===== config.mk =====
export PLATFORM = sky130hd
export DESIGN_NAME = keypad_scan_flat
export DESIGN_NICKNAME = d
export VERILOG_FILES = /design/src/rtl/keypad_scan_if.sv /design/src/rtl/keypad_scan.sv /design/src/flat_wrapper.sv
export SDC_FILE = /design/constraint.sdc
export NUM_CORES = 1
export LEC_CHECK = 0
export ABC_AREA = 1
export CORE_UTILIZATION = 46
export DETAILED_ROUTE_END_ITERATION = 10
export MAX_ROUTING_LAYER = met4
export PLACE_DENSITY = 0.69
export SYNTH_ARGS = -nofsm -noshare
export SYNTH_HDL_FRONTEND = slang
export SYNTH_SLANG_ARGS = --single-unit

===== constraint.sdc =====
create_clock -name Clock -period 7.6 [get_ports Clock]
set_input_delay 1.52 -clock Clock [delete_from_list [all_inputs] [get_ports Clock]]
set_output_delay 1.52 -clock Clock [all_outputs]
set_load 0.01 [all_outputs]

===== src/rtl/keypad_scan_if.sv =====
// rtl/keypad_scan_if.sv - matrix drive/sense and key report signals for keypad_scan
//
// Signals:
//   Rows   - active-low one-cold row drive to the 4x4 matrix
//   Cols   - active-low column sense lines (asynchronous, pulled up)
//   Key    - code of the last accepted key (row*4+col)
//   Strobe - one-cycle pulse per accepted press
//   Held   - accepted key is considered down
//   Multi  - most recent frame had more than one key down
// Modports: master = scanner side, slave = matrix / consumer side.
interface keypad_scan_if;
    logic [3:0] Rows;
    logic [3:0] Cols;
    logic [3:0] Key;
    logic       Strobe;
    logic       Held;
    logic       Multi;

    modport master (
        output Rows,
        output Key,
        output Strobe,
        output Held,
        output Multi,
        input  Cols
    );

    modport slave (
        input  Rows,
        input  Key,
        input  Strobe,
        input  Held,
        input  Multi,
        output Cols
    );
endinterface


===== src/rtl/keypad_scan.sv =====
// rtl/keypad_scan.sv - 4x4 keypad matrix scanner with frame-based debounce
//
// Parameters:
//   ClockPeriod_ns  - Clock period in ns
//   ScanTime_ns     - duration of one full 4-row frame in ns
//   DebounceFrames  - consecutive consistent frames to accept press/release (>= 1)
// Ports:
//   Clock  - rising-edge clock
//   ResetN - asynchronous active-low reset
//   kp     - keypad_scan_if.master (Rows, Cols, Key, Strobe, Held, Multi)
module keypad_scan #(
    parameter int ClockPeriod_ns = 20,
    parameter int ScanTime_ns    = 1_000_000,
    parameter int DebounceFrames = 3
) (
    input  logic           Clock,
    input  logic           ResetN,
    keypad_scan_if.master  kp
);

    localparam int RowPrescale = ScanTime_ns / ClockPeriod_ns / 4;
    localparam int PresW       = (RowPrescale > 1) ? $clog2(RowPrescale) : 1;
    localparam logic [PresW-1:0] PresLast = PresW'(RowPrescale - 1);
    localparam int CntW        = $clog2(DebounceFrames + 1);
    localparam logic [CntW-1:0] DebLast = CntW'(DebounceFrames);
    localparam logic [CntW-1:0] CntOne  = CntW'(1);

    typedef enum logic [1:0] {
        IDLE     = 2'd0,
        DEBOUNCE = 2'd1,
        HELD     = 2'd2,
        RELEASE  = 2'd3
    } state_t;

    logic [PresW-1:0] pres;
    logic [1:0]       row_idx;
    logic [3:0]       rows_q;
    logic [3:0]       sync1;
    logic [3:0]       sync2;
    logic [15:0]      frame;
    logic [15:0]      frame_now;
    logic             tick;
    logic             frame_done;
    logic             f_none;
    logic             f_many;
    logic             f_single;
    logic [3:0]       f_code;
    logic             cand_bit;

    state_t           state;
    logic [CntW-1:0]  cnt;
    logic [CntW-1:0]  cnt_inc;
    logic [3:0]       cand;
    logic [3:0]       key_q;
    logic             strobe_q;
    logic             held_q;
    logic             multi_q;

    assign kp.Rows   = rows_q;
    assign kp.Key    = key_q;
    assign kp.Strobe = strobe_q;
    assign kp.Held   = held_q;
    assign kp.Multi  = multi_q;

    // frame_now is the frame as it will look once the current row's columns
    // are merged in; classification on the last row slot must see all 16 bits.
    always_comb begin
        tick       = (pres == PresLast);
        frame_done = tick && (row_idx == 2'd3);
        frame_now  = frame;
        frame_now[{row_idx, 2'b00} +: 4] = ~sync2;
        f_none     = (frame_now == 16'd0);
        // x & (x-1) clears the lowest set bit: non-zero means two or more set
        f_many     = |(frame_now & (frame_now - 16'd1));
        f_single   = !f_none && !f_many;
        f_code     = 4'd0;
        for (int i = 0; i < 16; i++) begin
            if (frame_now[i]) begin
                f_code = 4'(i);
            end
        end
        cand_bit   = frame_now[cand];
        cnt_inc    = cnt + CntOne;
    end

    // Row scanning, column synchronizer and frame accumulation
    always_ff @(posedge Clock or negedge ResetN) begin
        if (!ResetN) begin
            pres    <= '0;
            row_idx <= 2'd0;
            rows_q  <= 4'b1110;
            sync1   <= 4'b1111;
            sync2   <= 4'b1111;
            frame   <= 16'd0;
        end else begin
            sync1 <= kp.Cols;
            sync2 <= sync1;
            if (tick) begin
                pres    <= '0;
                row_idx <= row_idx + 2'd1;
                rows_q  <= ~(4'b0001 << (row_idx + 2'd1));
                frame   <= frame_done ? 16'd0 : frame_now;
            end else begin
                pres <= pres + 1'b1;
            end
        end
    end

    // Debounce FSM; all transitions happen on frame boundaries only
    always_ff @(posedge Clock or negedge ResetN) begin
        if (!ResetN) begin
            state    <= IDLE;
            cnt      <= '0;
            cand     <= 4'd0;
            key_q    <= 4'd0;
            strobe_q <= 1'b0;
            held_q   <= 1'b0;
            multi_q  <= 1'b0;
        end else begin
            strobe_q <= 1'b0;
            if (frame_done) begin
                multi_q <= f_many;
                case (state)
                    IDLE: begin
                        if (f_single) begin
                            cand <= f_code;
                            cnt  <= CntOne;
                            if (DebounceFrames == 1) begin
                                state    <= HELD;
                                key_q    <= f_code;
                                strobe_q <= 1'b1;
                                held_q   <= 1'b1;
                            end else begin
                                state <= DEBOUNCE;
                            end
                        end
                    end
                    DEBOUNCE: begin
                        if (f_single && (f_code == cand)) begin
                            cnt <= cnt_inc;
                            if (cnt_inc == DebLast) begin
                                state    <= HELD;
                                key_q    <= cand;
                                strobe_q <= 1'b1;
                                held_q   <= 1'b1;
                            end
                        end else if (f_single) begin
                            cand <= f_code;
                            cnt  <= CntOne;
                        end else begin
                            state <= IDLE;
                        end
                    end
                    HELD: begin
                        // the accepted key may still be present inside a multi-key frame
                        if (!cand_bit) begin
                            if (DebounceFrames == 1) begin
                                state  <= IDLE;
                                held_q <= 1'b0;
                            end else begin
                                state <= RELEASE;
                                cnt   <= CntOne;
                            end
                        end
                    end
                    RELEASE: begin
                        if (!cand_bit) begin
                            cnt <= cnt_inc;
                            if (cnt_inc == DebLast) begin
                                state  <= IDLE;
                                held_q <= 1'b0;
                            end
                        end else begin
                            state <= HELD;
                        end
                    end
                    default: begin
                        state <= IDLE;
                    end
                endcase
            end
        end
    end

endmodule


===== src/flat_wrapper.sv =====
// flat-port wrapper written by rule: the top's interface ports become plain ports
module keypad_scan_flat 
#(
    parameter int ClockPeriod_ns = 20,
    parameter int ScanTime_ns    = 1_000_000,
    parameter int DebounceFrames = 3
)
  (Clock, ResetN, kp_Rows, kp_Key, kp_Strobe, kp_Held, kp_Multi, kp_Cols);
  keypad_scan_if kp_i ();
  input  logic Clock;
  input  logic ResetN;
  output wire logic [$bits(kp_i.Rows)-1:0] kp_Rows;
  output wire logic [$bits(kp_i.Key)-1:0] kp_Key;
  output wire logic [$bits(kp_i.Strobe)-1:0] kp_Strobe;
  output wire logic [$bits(kp_i.Held)-1:0] kp_Held;
  output wire logic [$bits(kp_i.Multi)-1:0] kp_Multi;
  input wire logic [$bits(kp_i.Cols)-1:0] kp_Cols;
  assign kp_Rows = kp_i.Rows;
  assign kp_Key = kp_i.Key;
  assign kp_Strobe = kp_i.Strobe;
  assign kp_Held = kp_i.Held;
  assign kp_Multi = kp_i.Multi;
  assign kp_i.Cols = kp_Cols;
  keypad_scan #(.ClockPeriod_ns(ClockPeriod_ns), .ScanTime_ns(ScanTime_ns), .DebounceFrames(DebounceFrames)) u_core (.Clock(Clock), .ResetN(ResetN), .kp(kp_i));
endmodule

Word-level counts from Yosys, hierarchy flattened:

Cells that the tools add are included.

* shifts and indexed selects: 3
* $lt $le $gt $ge: 1
* add/sub/neg operators: 5
* reduce and logical (&&, ||, !) cells: 15
* muxes and demuxes: 45
* bitwise operators: 3
* equality and inequality tests: 17

Operators with widths (count)
* 2-to-1 mux 4 bit: 16
* 2-to-1 mux 2 bit: 11
* AND 16 bit: 1
* bitwise mux 16 bit: 1
* logical NOT 16 bit: 1
* 2-to-1 mux 16 bit: 1
* one-hot mux 2 bit (4 select lines): 2
* OR reduction 16 bit: 1
* variable shift 4 x 6 -> 16 bit (first input constant): 1
* indexed part select 4 x 6 -> 16 bit: 1
* subtractor 16 x 1 -> 16 bit (second input constant): 1
* adder 14 x 1 -> 14 bit (second input constant): 1
* equality test 14 bit (second input constant): 1
* 2-to-1 mux 14 bit: 1
* AND reduction 6 bit: 2
* 2-to-1 mux 1 bit: 10
* equality test 2 bit (second input constant): 4
* != test 2 x 1 -> 1 bit (second input constant): 4
* inverter 4 bit: 2
* one-hot mux 4 bit (2 select lines): 1
* != test 2 bit (second input constant): 3
* != test 3 bit (second input constant): 2
* negation 4 -> 6 bit: 1
* AND reduction 3 bit: 2
* 13 further kinds: 18

* input port bits: 6
* word-level logic and storage cells: 102
* output and inout bits: 11
* register bits after elaboration: 59

Logic depth before layout (Yosys ltp):

Gate-level depths: netlist (run 1).

* word-level depth: 23
* gate-level depth with buffers: 27
* mapped depth without buffers: 26

Worst setup path after synthesis (run 1):

OpenSTA, ideal clock, no wires.

* path kind: register to register
* from: register u_core.row_idx[0]
* to: register u_core.cand[0]
* buffers on the path: 1
* setup slack: 4.788 ns
* cell stages (with the launch flop): 21
* data required time: 7.475 ns
* period minus slack after synthesis: 2.812 ns
* library setup time: 0.125 ns
* data arrival time: 2.687 ns
* cells stage by stage: dfrtp_1 inv_2 ha_1 buf_2 nor2_1 inv_2 o21ai_1 inv_1 nand2_1 nor2_1 nand2_1 xor2_1 nand3_1 nor2_1 nand3_2 a21oi_4 nand2_2 o21ai_2 inv_2 nand2_1 o21ai_1

* cells in the longest elaborated chain, start to end: 22
* elaborated cells between the ends (all ways): 35
* those cells by class: 2 x add/sub; 3 x eq/ne; 2 x shift; 19 x mux; 1 x bitwise; 8 x reduce/logical

RTL lines
* start: declaration: RTL line keypad_scan.sv:36 `logic [1:0] row_idx;`
* start signal: assignment: RTL line keypad_scan.sv:100 `row_idx <= row_idx + 2'd1;`
* negation 4 -> 6 bit: RTL line keypad_scan.sv:71 `frame_now[{row_idx, 2'b00} +: 4] = ~sync2;`
* indexed part select 4 x 6 -> 16 bit or variable shift 4 x 6 -> 16 bit (tied branches): RTL line keypad_scan.sv:71
* bitwise mux 16 bit: RTL line keypad_scan.sv:71
* 2-to-1 mux 1 bit: RTL line keypad_scan.sv:78 `if (frame_now[i]) begin`
* 2-to-1 mux 4 bit (14 in series): RTL line keypad_scan.sv:78
* equality test 4 bit: RTL line keypad_scan.sv:139 `if (f_single && (f_code == cand)) begin`
* logical AND 1 bit: RTL line keypad_scan.sv:139
* != test 2 bit (no line)
* AND reduction 3 bit (no line)
* end signal: assignment: RTL line keypad_scan.sv:126 `cand <= f_code;`
* end signal: assignment: RTL line keypad_scan.sv:148 `cand <= f_code;`
* end: declaration: RTL line keypad_scan.sv:53 `logic [3:0] cand;`

Several ways; a longest one is shown, not always the timed one. The select of a mux whose other input is x is not followed.
A chain may end at the register's enable or synchronous reset.

Worst setup path after layout (run 1):

* from: register u_core.row_idx[0]
* to: register u_core.state[0]

* cells in the longest elaborated chain, start to end: 22
* elaborated cells between the ends (all ways): 41
* those cells by class: 2 x add/sub; 7 x eq/ne; 2 x shift; 21 x mux; 1 x bitwise; 8 x reduce/logical

RTL lines
* negation 4 -> 6 bit: RTL line keypad_scan.sv:71
* indexed part select 4 x 6 -> 16 bit or variable shift 4 x 6 -> 16 bit (tied branches): RTL line keypad_scan.sv:71
* bitwise mux 16 bit: RTL line keypad_scan.sv:71
* 2-to-1 mux 1 bit: RTL line keypad_scan.sv:78
* 2-to-1 mux 4 bit (14 in series): RTL line keypad_scan.sv:78
* equality test 4 bit: RTL line keypad_scan.sv:139
* logical AND 1 bit: RTL line keypad_scan.sv:139
* != test 3 bit (no line) or 2-to-1 mux 2 bit (tied branches)
* AND reduction 6 bit (no line) or one-hot mux 2 bit (4 select lines) (tied branches)
* end signal: assignment: RTL line keypad_scan.sv:134 `state <= DEBOUNCE;`
* end signal: assignment: RTL line keypad_scan.sv:142 `state <= HELD;`
* end signal: assignment: RTL line keypad_scan.sv:151 `state <= IDLE;`
* end: declaration: RTL line keypad_scan.sv:50 `state_t state;`

Several ways; a longest one is shown, not always the timed one. The select of a mux whose other input is x is not followed.

==> summary.txt, run 1 <==
Run status
  – Status: complete, no violations

Cells and area
  – ANT cells: 0
  – Layout cells sized above 1: between 10% and 20%
  – Post-layout util: 54.4%
  – Final Net Count: between 500 and 600
  – Layout area overhead: 13.4%

Clock network
  – Later-pin clock latency in the skew report: about 340 ps
  – Post-CTS Resized: 0
  – TritonCTS Sinks: 59
  – Root Buffer: clkbuf_8
  – CTS tree: done
  – Longest Clk Path Bufs: 2
  – CTS H-Tree Depth: 3
  – Hold buffer count at cts: 0
  – Post-CTS setup buffer count: 0
  – Clock transition at path regs: roughly 70 ps
  – Num CTS Buffers: 9

Logic synthesis
  – Adder-cell share of the synthesized area: roughly 2.1%
  – Mean post-synth cell area: 7.26 um^2
  – Synth top area cells: dfrtp_1 (34%), nand2_1 (14%), dfstp_2 (8.3%)
  – Count of cell types in the netlist: 37
  – Synth Flop Type: dfrtp_1
  – Synthesized area: ~0.0035 mm^2
  – Cell accounting for the most synthesized area: dfrtp_1
  – Synthesized flop and latch total: slightly below 60
  – Compound-Gate Fraction of Synth Area: 13.3%
  – Simple-gate share of the synthesized area: between 30% and 40%
  – Post-synthesis cell count: about 480
  – Largest family of logic cells by synthesized area: simple AND/OR/NAND/NOR gates
  – Post-synth EDFFs: 0
  – Post-synthesis sequential area ratio: 42.6%
  – Synth top cells by count: nand2_1 (133), inv_1 (72), nor2_1 (51)
  – Count leader, synth: nand2_1
  – Fraction of synthesized cell area taken by the top area cell type: around a third
  – FFs w/ async S/R, synth: 100%
  – Synth warn: 0
  – Mapped Nets: between 400 and 500
  – Synth Area in XOR/XNOR: 1.00%
  – Post-synthesis mux area share: 0%

Detailed routing
  – Post-Route M1 WL: 3730 um
  – Met3 wire len: around 390 um
  – Routed wire length on met2: about 3400 um
  – Via count: between 3000 and 4000
  – Top sig layer: met4
  – DR WL/cell: 12.7 um
  – DRC viols: 0
  – Drt first pass iters: 4
  – ANT nets after route: 0
  – Total Wirelength: a little under 8000 um
  – Drt first-iter violations: ~190
  – Routed vias/inst: approximately 5

Pwr
  – LEAKAGE: between 1.5 and 2 nW
  – Total power: ~0.66 mW
  – VDD IR max: approximately 0.00011 V
  – Pwr Density: ~170 mW/mm^2

Place
  – PortBufs: 16
  – Post-DP HPWL: 5740 um
  – Gpl congestion: just under 0.9

Worst setup path
  – Crit Path Class: reg -> reg
  – CP Data Required Time: slightly below 8000 ps
  – Slowest CP cell: dfrtp_1
  – Setup crit end kind: flip-flop
  – Critical path, cell by cell: inv_2 -> ha_1 -> nor2_1 -> nand2_1 -> o21ai_1 -> inv_1 -> o21ai_0 -> o21ai_0 -> o211ai_1 -> nand2_1 -> o21ai_1 -> and3b_1 -> nand2_1 -> nand2_1 -> nand2_1 -> inv_1
  – Slowest stage delay, CP: 530 ps
  – Worst path most repeated cell: nand2_1
  – Worst Path Arrival: 3490 ps
  – Startpoint class of the critical path: flip-flop
  – CP Max Fanout: 10

Floorplanning
  – Site row count: 31
  – I/O Pins: 17
  – DIE AREA: just under 0.008 mm^2
  – Die Span Y: between 80 and 90 um
  – Starting Density: between 40% and 50%
  – Overall die width: slightly below 90 um
  – Core box area: approximately 0.0073 mm^2

STA
  – Final Skew: 9.44 ps
  – Setup-failing EPs final: 0
  – Total Negative Setup Slacks: 0 ps
  – Fin. max-slew vios: 0
  – Final hold vios: 0
  – Period utilisation layout: approximately 43%
  – Minimum clock period: 3250 ps
  – Slew @ Worst Pin: about 730 ps
  – Peak Freq: 308 MHz
  – Max-slew headroom at the worst pin: between 50% and 60%
  – RSZ-0062 raised after global routing: false

GRT
  – Global Route Usage Sum: a little under a quarter
  – Initial antenna violation count: 0
  – Vias in the first global route: around 3000
  – Gr ovfl total: 0
  – Pin count of the biggest net entering global routing: 60
  – First-pass GRT wire length: between 10000 and 15000 um

Min path
  – Worst min path class: reg -> reg

Job
  – Max Cap Viol: 0
-- power breakdown --
part	leakage, nW	switching [mW]	internal (mW)
Sequential	0.772	0.00122	0.318
Combinational	1.06	0.0179	0.00801
Clock	0.103	0.134	0.185
-- cells by family after synthesis --
group,after synthesis
fa+ha+maj,6
buf+inv,92
compound gates,77
flops,59
xor+xnor,4
simple gates,244
-- path summary, 6_finish.rpt --
kind / start / endpoint / slack, ps / depth (start not counted)
hold / removal: u_core.sync1[0] / u_core.sync2[0] / 360 / 0
min in group asynchronous: ResetN / u_core.pres[8] / 1300 / 2
max in group asynchronous: ResetN / u_core.state[0] / 5790 / 2
setup reg to reg: u_core.row_idx[0] / u_core.state[0] / 4350 / 16
setup / recovery: u_core.row_idx[0] / u_core.state[0] / 4350 / 16
hold reg to reg: u_core.sync1[0] / u_core.sync2[0] / 360 / 0
-- per-stage QoR --
| step | setup WS (ps) | instance area (um^2) | std cells | hold slack (ps) |
|---|---|---|---|---|
| floorplan | 4790 | 3500 | 482 | 345 |
| global placement | 4430 | 3750 | 591 | 346 |
| detailed placement | 4410 | 3750 | 591 | 347 |
| CTS | 4380 | 3970 | 607 | 358 |
| global route | 4000 | 3970 | 607 | 365 |
| finish | 4350 | 3970 | 607 | 357 |
-- registers in the layout, indices dropped and copies added (netlist names) --
name / cells
u_core.cand: 4
u_core.cnt: 2
u_core.frame: 16
u_core.kp.Held: 1
u_core.kp.Key: 4
u_core.kp.Multi: 1
u_core.kp.Rows: 4
u_core.kp.Strobe: 1
u_core.pres: 14
u_core.row_idx: 2
u_core.state: 2
u_core.sync1: 4
u_core.sync2: 4
-- layout make-up --
cell class                      count  area, um^2
Fill cell                         737        3330
Multi-Input combinational cell    331        1650
Sequential cell                    59        1490
Inverter                           85         319
Timing Repair Buffer               17         163
Clock buffer                       10         128
Tap cell                           99         124
Clock inverter                      6        88.8
-- cell usage in the layout, fill, tap and decap left out, types with 3 or more instances in the layout --
master and n:
a21oi_1 9, a21oi_4 3, clkbuf_8 9, clkdlybuf4s50_1 15
dfrtp_1 48, dfstp_2 11, ha_1 6, inv_1 72
inv_2 12, nand2_1 133, nand2_2 6, nand3_1 20
nand4_1 6, nor2_1 51, nor2_4 6, nor3_1 8
nor4_1 4, o211ai_1 3, o21ai_0 27, o21ai_1 17
o21ai_2 4, o22ai_1 8, xor2_1 4
-- metal layers --
layer / vias up / GRT usage, %
li1: 1566 / -
met1: 1375 / 28.8
met2: 81 / 35.5
met3: 18 / 5.45
met4: 0 / 9.24
met5: - / -
-- worst max-delay path: cells and delay by family, from the launching register on --
family,cells,cell delay [ps]
AO/OA/AOI/OAI,5,1110
buffers and inverters,3,290
AND/OR/NAND/NOR,7,830
flip-flops,1,530
adder cells (fa/ha/maj),1,370
Note: power is estimated with default switching activity, not from simulation.
==> run 2: changes to the inputs <==
Settings changed: PLACE_DENSITY 0.69 to 0.71.
Clock period 7.6 ns to 2.74 ns, I/O delays scaled along.
==> summary.txt, run 2 (same netlist as run 1, synthesis figures left out) <==
Floorplanning
  – DIE AREA: 0.00795 mm^2
  – Starting Density: between 40% and 50%
  – Overall die width: roughly 89 um
  – Core box area: between 0.007 and 0.008 mm^2
  – Site row count: 31
  – I/O Pins: 17
  – Die Span Y: between 80 and 90 um

Clock network
  – Later-pin clock latency in the skew report: around 340 ps
  – Num CTS Buffers: 9
  – Clock transition at path regs: around 70 ps
  – Hold buffer count at cts: 0
  – CTS tree: done
  – TritonCTS Sinks: 59
  – Root Buffer: clkbuf_8
  – Longest Clk Path Bufs: 2
  – CTS H-Tree Depth: 3

Detailed routing
  – DRC viols: 0
  – Via count: ~3500
  – Drt first-iter violations: about 180
  – Routed vias/inst: 5.05
  – Total Wirelength: 8820 um
  – Drt first pass iters: 5
  – ANT nets after route: 0
  – DR WL/cell: between 10 and 15 um

Min path
  – Worst min path class: in -> async

STA
  – Final Skew: approximately 13 ps
  – Max-slew headroom at the worst pin: 41.8%
  – Final hold vios: 0
  – Minimum clock period: between 2000 and 3000 ps
  – Setup ws final: -66.3 ps
  – Setup-failing EPs final: 10
  – Fin. max-slew vios: 0
  – Period utilisation layout: 102%
  – RSZ-0062 raised after global routing: true
  – Slew @ Worst Pin: between 800 and 900 ps
  – Peak Freq: about 360 MHz

GRT
  – Pin count of the biggest net entering global routing: between 40 and 50
  – Initial antenna violation count: 0
  – Global Route Usage Sum: approximately a quarter
  – Gr ovfl total: 0
  – First-pass GRT wire length: roughly 14000 um
  – Vias in the first global route: between 3000 and 4000

Worst setup path
  – CP Data Required Time: 3000 ps
  – Slowest stage delay, CP: about 360 ps
  – CP Max Fanout: 8
  – Slowest CP cell: dfrtp_1
  – Startpoint class of the critical path: flip-flop
  – Crit Path Class: reg -> reg
  – Setup crit end kind: flip-flop
  – Worst path most repeated cell: nand2_1
  – Worst Path Arrival: 3070 ps
  – Critical path, cell by cell: inv_2 -> ha_4 -> buf_6 -> nor2_2 -> nand2_1 -> o21ai_2 -> nor2_1 -> nand2_1 -> nor2_2 -> nand2_1 -> nand2_1 -> nand2_1 -> inv_1 -> nand3_2 -> nor2_4 -> buf_4 -> nand2_2 -> nor3_1 -> o21ai_2 -> inv_2 -> nand2_1 -> o21ai_1
  – R2r setup slk: -70 ps

Place
  – Gpl congestion: roughly 0.99
  – Post-DP HPWL: ~6400 um
  – Post-place setup slack: -208 ps
  – PortBufs: 16
  – Dpl cells: 654

Run status
  – Status: complete, but fails checks
  – Failing checks: negative setup slack

Cells and area
  – Layout cells sized above 1: 32.2%
  – Non-filler cells, final: 686
  – Post-layout util: 65.3%
  – Largest register FFs: 16
  – Largest registers: u_core.frame x16, u_core.pres x14
  – Commonest non-fill, non-tap cells in the layout: nand2_1 (121), buf_4 (76), inv_1 (71)
  – Largest Register: u_core.frame
  – Most common cell after layout, fill and taps aside: nand2_1
  – ANT cells: 0
  – Layout area overhead: 36.1%
  – Final Net Count: ~600

Job
  – Max Cap Viol: 0

Pwr
  – LEAKAGE: around 2.4 nW
  – Total power: between 1.5 and 2 mW
  – Pwr Density: about 350 mW/mm^2
  – VDD IR max: ~0.00045 V
[run 2: worst max-delay path: cells and delay by family (launching register included)]
kind	cells	cell delay (ps)
compound gates	3	270
simple gates	13	1290
fa+ha+maj	1	310
buf+inv	5	500
flops	1	360
[run 2: layout make-up]
class                           count  area, um^2
Clock inverter                      5        30.0
Timing Repair Buffer               96         774
Tap cell                           99         124
Inverter                           85         322
Clock buffer                       11         131
Fill cell                         645        2530
Sequential cell                    59        1490
Multi-Input combinational cell    331        1890
[run 2: per-layer routing]
layer  GRT usage, %  wire length [um]  up-vias
li1               -                 -     1727
met1           30.0              3850     1592
met2           39.1              4280      126
met3           4.62               469       22
met4           10.2               215        0
met5              -                 0        -
[run 2: final timing paths]
path,start,to,cells past startpoint
hold reg to reg,u_core.sync1[2],u_core.sync2[2],0
setup reg to reg,u_core.row_idx[1],u_core.cand[3],22
max in group asynchronous,ResetN,u_core.sync1[3],2
min in group Clock,u_core.sync1[2],u_core.sync2[2],0
setup / recovery,u_core.row_idx[1],u_core.cand[3],22
hold / removal,ResetN,u_core.pres[10],1
[run 2: power by group]
part	internal, mW	switching, mW	total (mW)
logic	0.0423	0.0613	0.104
clock network	0.323	0.337	0.660
registers	0.882	0.00453	0.887
total	1.25	0.403	1.65
[run 2: what timing repair did]
action | in CTS | in global routing
resized for setup | 26 | 42
pin swaps | 9 | 26
setup buffers | 10 | 6
setup endpoints to repair | 14 | 14
[run 2: per-stage QoR]
stage / cell area [um^2] / setup TNS [ps] / hold slack, ps
floorplan: 3500 / 0 / 252
global route: 4760 / -3130 / 352
global placement: 4220 / -1260 / 345
finish: 4760 / -490 / 325
detailed placement: 4220 / -2150 / 349
CTS: 4560 / 0 / 347
